--- src/rtl/mac_pkg.sv ---
// Shared definitions for the sequential MAC: FSM states, default widths
// and the saturating signed add used when saturation is enabled.
package mac_pkg;

    localparam int unsigned DEFAULT_FEAT_BIT   = 16;
    localparam int unsigned DEFAULT_WEIGHT_BIT = 8;
    localparam int unsigned DEFAULT_OUT_BIT    = 32;

    typedef enum logic [1:0] {
        IDLE = 2'd0,
        MUL  = 2'd1,
        ACC  = 2'd2,
        OUT  = 2'd3
    } mac_state_e;

    // Operands must already fit in 'width' signed bits; the wide sum is then
    // equivalent to a width+1 bit overflow check.
    function automatic logic signed [63:0] sat_add(
        input logic signed [63:0] a,
        input logic signed [63:0] b,
        input int unsigned        width
    );
        logic signed [63:0] sum;
        logic signed [63:0] max_v;
        logic signed [63:0] min_v;
        sum   = a + b;
        max_v = (64'sd1 <<< (width - 1)) - 64'sd1;
        min_v = -max_v - 64'sd1;
        if (sum > max_v) begin
            return max_v;
        end
        if (sum < min_v) begin
            return min_v;
        end
        return sum;
    endfunction

endpackage

--- src/rtl/seq_mac_shift_add.sv ---
// Iterative signed multiplier: one weight bit per step, last bit carries
// negative (two's-complement sign) weight.
module seq_mac_shift_add
    import mac_pkg::*;
#(
    parameter int unsigned FEAT_BIT   = DEFAULT_FEAT_BIT,
    parameter int unsigned WEIGHT_BIT = DEFAULT_WEIGHT_BIT
) (
    input  logic                                 clk,
    input  logic                                 rst_n,
    input  logic                                 i_start,
    input  logic                                 i_step,
    input  logic signed [FEAT_BIT-1:0]           i_feat,
    input  logic        [WEIGHT_BIT-1:0]         i_weight,
    output logic signed [FEAT_BIT+WEIGHT_BIT-1:0] o_product,
    output logic                                 o_last_c
);

    localparam int unsigned PROD_BIT = FEAT_BIT + WEIGHT_BIT;
    localparam int unsigned CNT_W    = $clog2(WEIGHT_BIT);

    logic signed [FEAT_BIT-1:0] r_feat;
    logic        [WEIGHT_BIT-1:0] r_weight;
    logic        [CNT_W-1:0]    r_cnt;
    logic signed [PROD_BIT-1:0] r_product;

    logic signed [PROD_BIT-1:0] w_feat_ext;
    logic signed [PROD_BIT-1:0] w_term;
    logic                       w_last;

    assign w_last     = (r_cnt == CNT_W'(WEIGHT_BIT - 1));
    assign w_feat_ext = PROD_BIT'(r_feat);
    assign w_term     = r_weight[r_cnt] ? (w_feat_ext <<< r_cnt) : '0;

    // Product register is wide enough that no partial sum can overflow.
    always_ff @(posedge clk or negedge rst_n) begin
        if (!rst_n) begin
            r_feat    <= '0;
            r_weight  <= '0;
            r_cnt     <= '0;
            r_product <= '0;
        end else if (i_start) begin
            r_feat    <= i_feat;
            r_weight  <= i_weight;
            r_cnt     <= '0;
            r_product <= '0;
        end else if (i_step) begin
            r_product <= w_last ? (r_product - w_term) : (r_product + w_term);
            r_cnt     <= w_last ? '0 : (r_cnt + CNT_W'(1));
        end
    end

    assign o_product = r_product;
    assign o_last_c  = w_last;

endmodule

--- src/rtl/seq_mac_unit.sv ---
// Sequential signed multiply-accumulate PE with valid/ready on both sides.
// Define SEQ_MAC_SATURATE_EN to clamp the accumulator instead of wrapping.
module seq_mac_unit
    import mac_pkg::*;
#(
    parameter int unsigned FEAT_BIT   = DEFAULT_FEAT_BIT,
    parameter int unsigned WEIGHT_BIT = DEFAULT_WEIGHT_BIT,
    parameter int unsigned OUT_BIT    = DEFAULT_OUT_BIT
) (
    input  logic                         clk,
    input  logic                         rst_n,
    input  logic                         in_valid,
    output logic                         in_ready,
    input  logic signed [FEAT_BIT-1:0]   in_feat,
    input  logic signed [WEIGHT_BIT-1:0] in_weight,
    input  logic                         in_acc,
    output logic                         out_valid,
    input  logic                         out_ready,
    output logic signed [OUT_BIT-1:0]    out_data
);

    localparam int unsigned PROD_BIT = FEAT_BIT + WEIGHT_BIT;

    mac_state_e r_state;
    mac_state_e w_state_nxt;

    logic                      r_in_ready;
    logic                      r_out_valid;
    logic                      r_acc_en;
    logic signed [OUT_BIT-1:0] r_acc;
    logic signed [OUT_BIT-1:0] r_out_data;

    logic                       w_start;
    logic                       w_step;
    logic                       w_load;
    logic                       w_last;
    logic signed [PROD_BIT-1:0] w_product;
    logic signed [OUT_BIT-1:0]  w_prod_ext;
    logic signed [OUT_BIT-1:0]  w_acc_base;
    logic signed [OUT_BIT-1:0]  w_sum;

    seq_mac_shift_add #(
        .FEAT_BIT   (FEAT_BIT),
        .WEIGHT_BIT (WEIGHT_BIT)
    ) u_shift_add (
        .clk       (clk),
        .rst_n     (rst_n),
        .i_start   (w_start),
        .i_step    (w_step),
        .i_feat    (in_feat),
        .i_weight  (in_weight),
        .o_product (w_product),
        .o_last_c  (w_last)
    );

    assign w_prod_ext = OUT_BIT'(w_product);
    assign w_acc_base = r_acc_en ? r_acc : '0;

`ifdef SEQ_MAC_SATURATE_EN
    assign w_sum = OUT_BIT'(sat_add(64'(w_acc_base), 64'(w_prod_ext), OUT_BIT));
`else
    assign w_sum = w_acc_base + w_prod_ext;
`endif

    always_ff @(posedge clk or negedge rst_n) begin
        if (!rst_n) begin
            r_state     <= IDLE;
            r_in_ready  <= 1'b1;
            r_out_valid <= 1'b0;
        end else begin
            r_state     <= w_state_nxt;
            r_in_ready  <= (w_state_nxt == IDLE);
            r_out_valid <= (w_state_nxt == OUT);
        end
    end

    // Next state and datapath controls.
    always_comb begin
        w_state_nxt = r_state;
        w_start     = 1'b0;
        w_step      = 1'b0;
        w_load      = 1'b0;
        case (r_state)
            IDLE: begin
                if (in_valid && r_in_ready) begin
                    w_start     = 1'b1;
                    w_state_nxt = MUL;
                end
            end
            MUL: begin
                w_step = 1'b1;
                if (w_last) begin
                    w_state_nxt = ACC;
                end
            end
            ACC: begin
                w_load      = 1'b1;
                w_state_nxt = OUT;
            end
            OUT: begin
                if (out_ready) begin
                    w_state_nxt = IDLE;
                end
            end
            default: w_state_nxt = IDLE;
        endcase
    end

    // Accumulator persists across operations; only a load or reset clears it.
    always_ff @(posedge clk or negedge rst_n) begin
        if (!rst_n) begin
            r_acc_en   <= 1'b0;
            r_acc      <= '0;
            r_out_data <= '0;
        end else begin
            if (w_start) begin
                r_acc_en <= in_acc;
            end
            if (w_load) begin
                r_acc      <= w_sum;
                r_out_data <= w_sum;
            end
        end
    end

    assign in_ready  = r_in_ready;
    assign out_valid = r_out_valid;
    assign out_data  = r_out_data;

endmodule

--- config.mk ---
export PLATFORM = sky130hd
export DESIGN_NAME = seq_mac_unit
export DESIGN_NICKNAME = d
export VERILOG_FILES = /design/src/rtl/mac_pkg.sv /design/src/rtl/seq_mac_shift_add.sv /design/src/rtl/seq_mac_unit.sv
export SDC_FILE = /design/constraint.sdc
export NUM_CORES = 1
export LEC_CHECK = 0
export CAP_MARGIN = 30
export CORE_MARGIN = 2
export CORE_UTILIZATION = 25
export DETAILED_ROUTE_END_ITERATION = 12
export GPL_TIMING_DRIVEN = 0
export PLACE_DENSITY = 0.42
export SLEW_MARGIN = 30
export SYNTH_ARGS = -nofsm -noshare
export SYNTH_HDL_FRONTEND = slang
export SYNTH_SLANG_ARGS = --single-unit
--- constraint.sdc ---
create_clock -name clk -period 9.26 [get_ports clk]
set_clock_uncertainty 0.15 [all_clocks]
set_input_delay 0.926 -clock clk [delete_from_list [all_inputs] [get_ports clk]]
set_output_delay 0.926 -clock clk [all_outputs]
set_load 0.02 [all_outputs]
==> flow_summary_export.csv <==
group,metric,value,unit
clocking,cts_max_path_buffers,2,
route,met1_length,10300,µm
route,met3_wirelength,698,µm
setup_path,r2r_slack,4060,ps
cells_and_area,diodes,0,
cells_and_area,final_common_cell,"nand2_1",
clocking,clock_latency,350,ps
setup_path,cp.required,9350,ps
cells_and_area,drive_gt1_share,8.95,%
sta,worst_slack,4060,ps
sta,max_freq,0.192,GHz
sta,rsz0062_at_grt,"no",
route,wl_per_cell,16.5,µm
clocking,cts_sinks,88,
sta,min_period_over_period,56.2,%
placement,port_buffers,62,
sta,hold_viol_final,0,
die,die_width,176,µm
setup_path,critPathKind,"reg2reg",
yosys,yosys.area_share.simple,20.3,%
route,num_vias,6296,
route,drt_iter0_markers,382,
yosys,syn_inst,837,
yosys,synthAdderAreaFrac,10.2,%
grt,grt_pass1_wl,34800,µm
yosys,seq_area_frac_synth,29.7,%
placement,dp_hpwl,16900,µm
die,rows,63,
yosys,synth_top_area_share,29.4,%
grt,antenna_found_initial,0,
sta,slew_headroom,41.9,%
cells_and_area,areaGrowthSynthToFinish,19.7,%
clocking,htreeDepth,3,
route,wl_met2,10200,µm
cells_and_area,final_nets,999,
setup_path,worstPathArrival,5290,ps
die,die_h,176,µm
setup_path,r2r_cells,20,
die,dieArea,0.0310,mm²
die,ios,63,
yosys,synth.net_count,925,
route,via_per_inst,4.82,
setup_path,r2r-end,"u_shift_add.o_product[23]$_DFFE_PN0P_",
setup_path,crit_path_end_kind,"register",
setup_path,cp-start-kind,"register",
yosys,synth.cell_area,0.00741,mm²
clocking,cts_buffers,9,
yosys,synth_cell_types,72,
cells_and_area,fin_util,30.2,%
die,core-area,0.0294,mm²
clocking,cts_resized,0,
clocking,postCtsSetupBuffers,0,
route,dr.max_layer_used,"met4",
route,ant_nets,0,
yosys,synth_compound_area_share,19.3,%
sta,slew_violations,0,
sta,finalSetupTns,0,ps
yosys,netlist_top_cells_area,"dfrtp_1, ha_1, nand2_1, o21ai_0, xnor2_1",
clocking,hold_buffers,0,
cells_and_area,instances_no_fill,1306,
route,dr.pass1.iters,5,
clocking,clk_pin_slew_worst_paths,80,ps
grt,grt_max_degree,50,
grt,grt_usage,14.3,%
status,status,"finished, final reports clean",
yosys,synth_edf_count,0,
worst_hold_path,hp-class,"in2async",
yosys,yosysTopAreaCell,"dfrtp_1",
yosys,synthXorXnorAreaFrac,7.09,%
grt,gr-total-overflow,0,
yosys,synthArstFlopShare,100,%
placement,pre_cts_ws,4060,ps
yosys,synth_area_per_cell,8.85,µm²
cells_and_area,n_fill_cell,3144,
route,wirelength,21500,µm
setup_path,rr_startpoint,"u_shift_add.r_cnt[0]$_DFFE_PN0P_",
clocking,cts-root-buf,"clkbuf_16",
placement,dp.cells,1290,
die,initial_core_util,25.2,%
route,drc,0,
yosys,synth_mux_area_share,9.64,%
cells_and_area,final_cell_mix,"nand2_1, dfrtp_1, o21ai_0",
clocking,cts_tree,"done",
placement,gp_congestion,0.840,
sta,finalSetupViolCount,0,
sta,worstMarginPinSlew,871,ps
flow_run,drv_cap,0,
yosys,synth_ff_type,"dfrtp_1",
yosys,synth_top_family_by_area,"simple AND/OR/NAND/NOR gates",
yosys,synth.ff_latch_count,88,
setup_path,worst-path-max-fanout,9,
sta,period_needed,5200,ps
grt,grt_pass1_vias,6178,
yosys,yosysWarnings,0,
==> critical path: stages (launching register included) <==
cell      delay, ps
dfrtp_1         400
buf_6           190
mux4_2          600
and2_1          200
buf_6           130
nand2_1          90
ha_1            190
nand2_1         100
nor3_2          410
a21oi_1         140
xnor2_1         240
ha_1            310
a21oi_1         180
nor2b_1          60
o21ai_0         270
a211o_1         200
nor3b_1         270
a211oi_1        140
or3_1           380
and4_4          200
a211o_1         210
==> cells in the mapped netlist, types with 22 or more instances <==
cell type	instances
nand2_1	98
dfrtp_1	87
o21ai_0	66
ha_1	57
a21oi_1	53
nor2_1	43
and2_1	36
xnor2_1	34
nand3_1	27
mux2_2	26
xor2_1	26
clkbuf_1	25
inv_1	22
==> routing by layer <==
metal  up-vias  global-route usage [%]
li1       3197                       -
met1      2958                    19.1
met2       119                    24.2
met3        22                    2.15
met4         0                    3.51
met5         -                       0
==> layout make-up <==
class / instances / area (µm²) / area share [%]
clock inverters: 6 / 90.1 / 1.02
well taps: 390 / 488 / 5.50
repair buffers: 63 / 649 / 7.32
flip-flops and latches: 88 / 2200 / 24.8
multi-input cells: 690 / 4930 / 55.6
clock buffers: 10 / 229 / 2.58
inverters: 23 / 86.3 / 0.973
plain buffers: 36 / 189 / 2.13
==> through the flow <==
stage | area, µm² | hold WS (ps)
2_1_floorplan | 7410 | 325
3_3_place_gp | 8520 | 338
3_5_place_dp | 8550 | 343
4_1_cts | 8870 | 344
5_1_grt | 8870 | 352
6_report | 8870 | 322
==> worst max-delay path by stage <==
stage,start,endpoint,slack [ps],cells after the start
after floorplan,u_shift_add.r_cnt[0]$_DFFE_PN0P_,u_shift_add.o_product[20]$_DFFE_PN0P_,4690,19
after global placement,rst_n,u_shift_add.r_feat[15]$_DFFE_PN0P_,3370,1
after detailed placement,u_shift_add.r_cnt[0]$_DFFE_PN0P_,u_shift_add.o_product[23]$_DFFE_PN0P_,4060,20
after CTS,u_shift_add.r_cnt[0]$_DFFE_PN0P_,u_shift_add.o_product[23]$_DFFE_PN0P_,4030,20
after global routing,u_shift_add.r_cnt[0]$_DFFE_PN0P_,u_shift_add.o_product[23]$_DFFE_PN0P_,3670,20
final,u_shift_add.r_cnt[0]$_DFFE_PN0P_,u_shift_add.o_product[23]$_DFFE_PN0P_,4060,20
==> registers in the layout, summed over array words and instances (netlist names) <==
register	flops
u_shift_add.r_feat	16
u_shift_add.r_cnt	3
r_acc_en	1
out_valid	1
out_data	32
r_state	2
u_shift_add.r_weight	8
in_ready	1
u_shift_add.o_product	24
==> cell families (layout without fill, tap and decap cells) <==
family / Yosys count / after routing
buffers and inverters: 59 / 138
muxes: 54 / 54
DFF: 88 / 88
xor gates and xnor gates: 60 / 60
AOI/OAI and AO/OA: 225 / 225
and+or+nand+nor: 292 / 292
adders and majority gates: 59 / 59
Power is left out: the tool's default activity adds up to more than one toggle a clock period on the data nets, which glitch-free logic cannot reach.
==> variant (same settings) <==
The 4 states of `mac_state_e` get a Gray code encoding in 2 bits.
--- a/src/rtl/mac_pkg.sv
+++ b/src/rtl/mac_pkg.sv
@@ -9,6 +9,6 @@
     typedef enum logic [1:0] {
-        IDLE = 2'd0,
-        MUL  = 2'd1,
-        ACC  = 2'd2,
-        OUT  = 2'd3
+        IDLE = 2'b00,
+        MUL  = 2'b01,
+        ACC  = 2'b11,
+        OUT  = 2'b10
     } mac_state_e;
Function: same outputs for any inputs over 10 cycles, from zero or initial values and one cycle with rst_n low; not proved beyond that.
==> variant against the original RTL <==
  * First-iteration DRC count down 5.5%
  * Worst setup slack got worse by 0.48 ns
  * Area after synthesis is 4.0% higher
  * Critical path depth grew 2
  * Routed wire length is 5.0% higher
  * Largest cell class unchanged
  * Sequential cell count unchanged
  * Final area grew 3.8%
Power is not shown: default switching activity piles up to over one toggle a cycle in this logic, so the estimate is an artifact.
==> variant: results (changes against the original RTL) <==
| Metric | Value |
|---|---|
| Layout area overhead | `19.4%` |
| Share of layout cells above drive strength 1 | `0.0913 (+0.00176)` |
| Synthesized Nets | `984 (+6.4%)` |
| Hold Crit Class | `in2async` |
| First-pass GRT wire length | `37100 um (+6.4%)` |
| Reg2reg path depth | `22 (+10%)` |
| Met2 WL | `10900 um (+7.5%)` |
| Top layer in use | `met4` |
| Worst-skew pair later-pin latency | `0.36 ns` |
| # H-tree levels | `3 (unchanged)` |
| Top_reg_cell synth | `dfrtp_1` |
| Initial antenna violation count | `0 (unchanged)` |
| Largest net degree at the start of global routing | `52 (+4.0%)` |
| CTS resizes | `0 (unchanged)` |
| Worst slew pin tran | `0.684 ns (-0.187 ns)` |
| PortBufs | `62 (unchanged)` |
| Fraction of registers with async set/reset | `1.00 (unchanged)` |
| Router iterations before antenna repair | `5 (unchanged)` |
| Crit-path slowest cell | `nor4b_1` |
| Via count | `6713 (+6.6%)` |
| Synth top area cells | `dfrtp_1 28%, ha_1 9.3%, mux2_2 5.8%, nand2_1 5.1%, o21ai_0 4.9%` |
| Clock Tree Buf Depth | `2 (unchanged)` |
| Sequential share of the synthesized area | `0.286 (-0.0115)` |
| CP delay by family, top | `compound AO/OA/AOI/OAI gates` |
| Met3 routed WL | `626 um (-10%)` |
| Final nets | `1059 (+6.0%)` |
| Synth Warn # | `0 (unchanged)` |
| Count of unique library cells instantiated by Yosys | `74 (+2.8%)` |
| Wire per inst | `16.5 um (about the same)` |
| DP HPWL | `18000 um (+6.5%)` |
| Gr usage total | `0.142 (-0.000502)` |
| Clock buffer count from CTS | `9 (unchanged)` |
| Most frequent cells after synthesis | `104 x nand2_1, 87 x dfrtp_1, 76 x o21ai_0, 64 x a21oi_1, 59 x nor2_1` |
| CP Max Fanout | `10 (+1)` |
| Fillers | `3227 (+2.6%)` |
| Status | `completed` |
| Routability cong. | `0.875 (+4.2%)` |
| Largest register FFs | `32 (unchanged)` |
| DR iter-0 viols | `361 (-5.5%)` |
| Clock transition at path regs | `0.07 ns` |
| Critical path data arrival time | `5.83 ns (+0.54 ns)` |
| # diodes | `0 (unchanged)` |
| Clock root buffer master | `clkbuf_16` |
| Postcts setup bufs | `0 (unchanged)` |
| Metal1 wirelength | `10700 um (+4.2%)` |
| CP peak stage delay | `0.53 ns (-0.07 ns)` |
variant: changes by cell type after synthesis, sizes merged, moves of 9 or more:
cell and delta:
nand3 -22, nor2 +16, mux2 +13, a21oi +12
nand2b +10, o21ai +9
variant: final timing paths:
kind / endpoint / slack, ns / from
min in group clk: u_shift_add.r_weight[1]$_DFFE_PN0P_ / 0.36 / u_shift_add.r_weight[1]$_DFFE_PN0P_
max reg2reg: u_shift_add.o_product[23]$_DFFE_PN0P_ / 3.58 / u_shift_add.r_cnt[0]$_DFFE_PN0P_
max in group asynchronous: in_ready$_DFF_PN1_ / 7.99 / rst_n
max: u_shift_add.o_product[23]$_DFFE_PN0P_ / 3.58 / u_shift_add.r_cnt[0]$_DFFE_PN0P_
min: out_data[30]$_DFFE_PN0N_ / 0.31 / rst_n
min reg2reg: u_shift_add.r_weight[1]$_DFFE_PN0P_ / 0.36 / u_shift_add.r_weight[1]$_DFFE_PN0P_
variant: logic make-up (layout without fill, tap and decap cells):
| family | count (synthesis) | after routing | synth area share |
|---|---|---|---|
| AOI/OAI and AO/OA | 271 | 271 | 0.234 |
| xor gates and xnor gates | 57 | 57 | 0.0648 |
| adders and majority gates | 59 | 59 | 0.0977 |
| buffers and inverters | 68 | 147 | 0.0403 |
| DFF | 88 | 88 | 0.286 |
| muxes | 60 | 60 | 0.0909 |
| and+or+nand+nor | 293 | 293 | 0.187 |
variant: layout make-up:
| type | instances | area share |
|---|---|---|
| repair buffers | 64 | 0.0714 |
| multi-input cells | 740 | 0.565 |
| plain buffers | 40 | 0.0223 |
| flip-flops and latches | 88 | 0.239 |
| well taps | 396 | 0.0538 |
| inverters | 28 | 0.0114 |
| clock buffers | 9 | 0.0245 |
| clock inverters | 6 | 0.0125 |
variant: per-stage QoR:
step	setup WS (ns)	hold slack, ns	instances	area [sq um]
2_1_floorplan	4.52	0.324	896	7710
3_3_place_gp	3.50	0.338	1354	8820
3_5_place_dp	3.57	0.345	1356	8860
4_1_cts	3.52	0.327	1371	9210
5_1_grt	3.24	0.336	1371	9210
6_report	3.58	0.311	1371	9210
variant: routing by layer:
| metal | vias up | GRT usage |
|---|---|---|
| met1 | 3141 | 0.184 |
| li1 | 3417 | - |
| met5 | - | 0 |
| met2 | 129 | 0.249 |
| met4 | 0 | 0.0312 |
| met3 | 26 | 0.0237 |
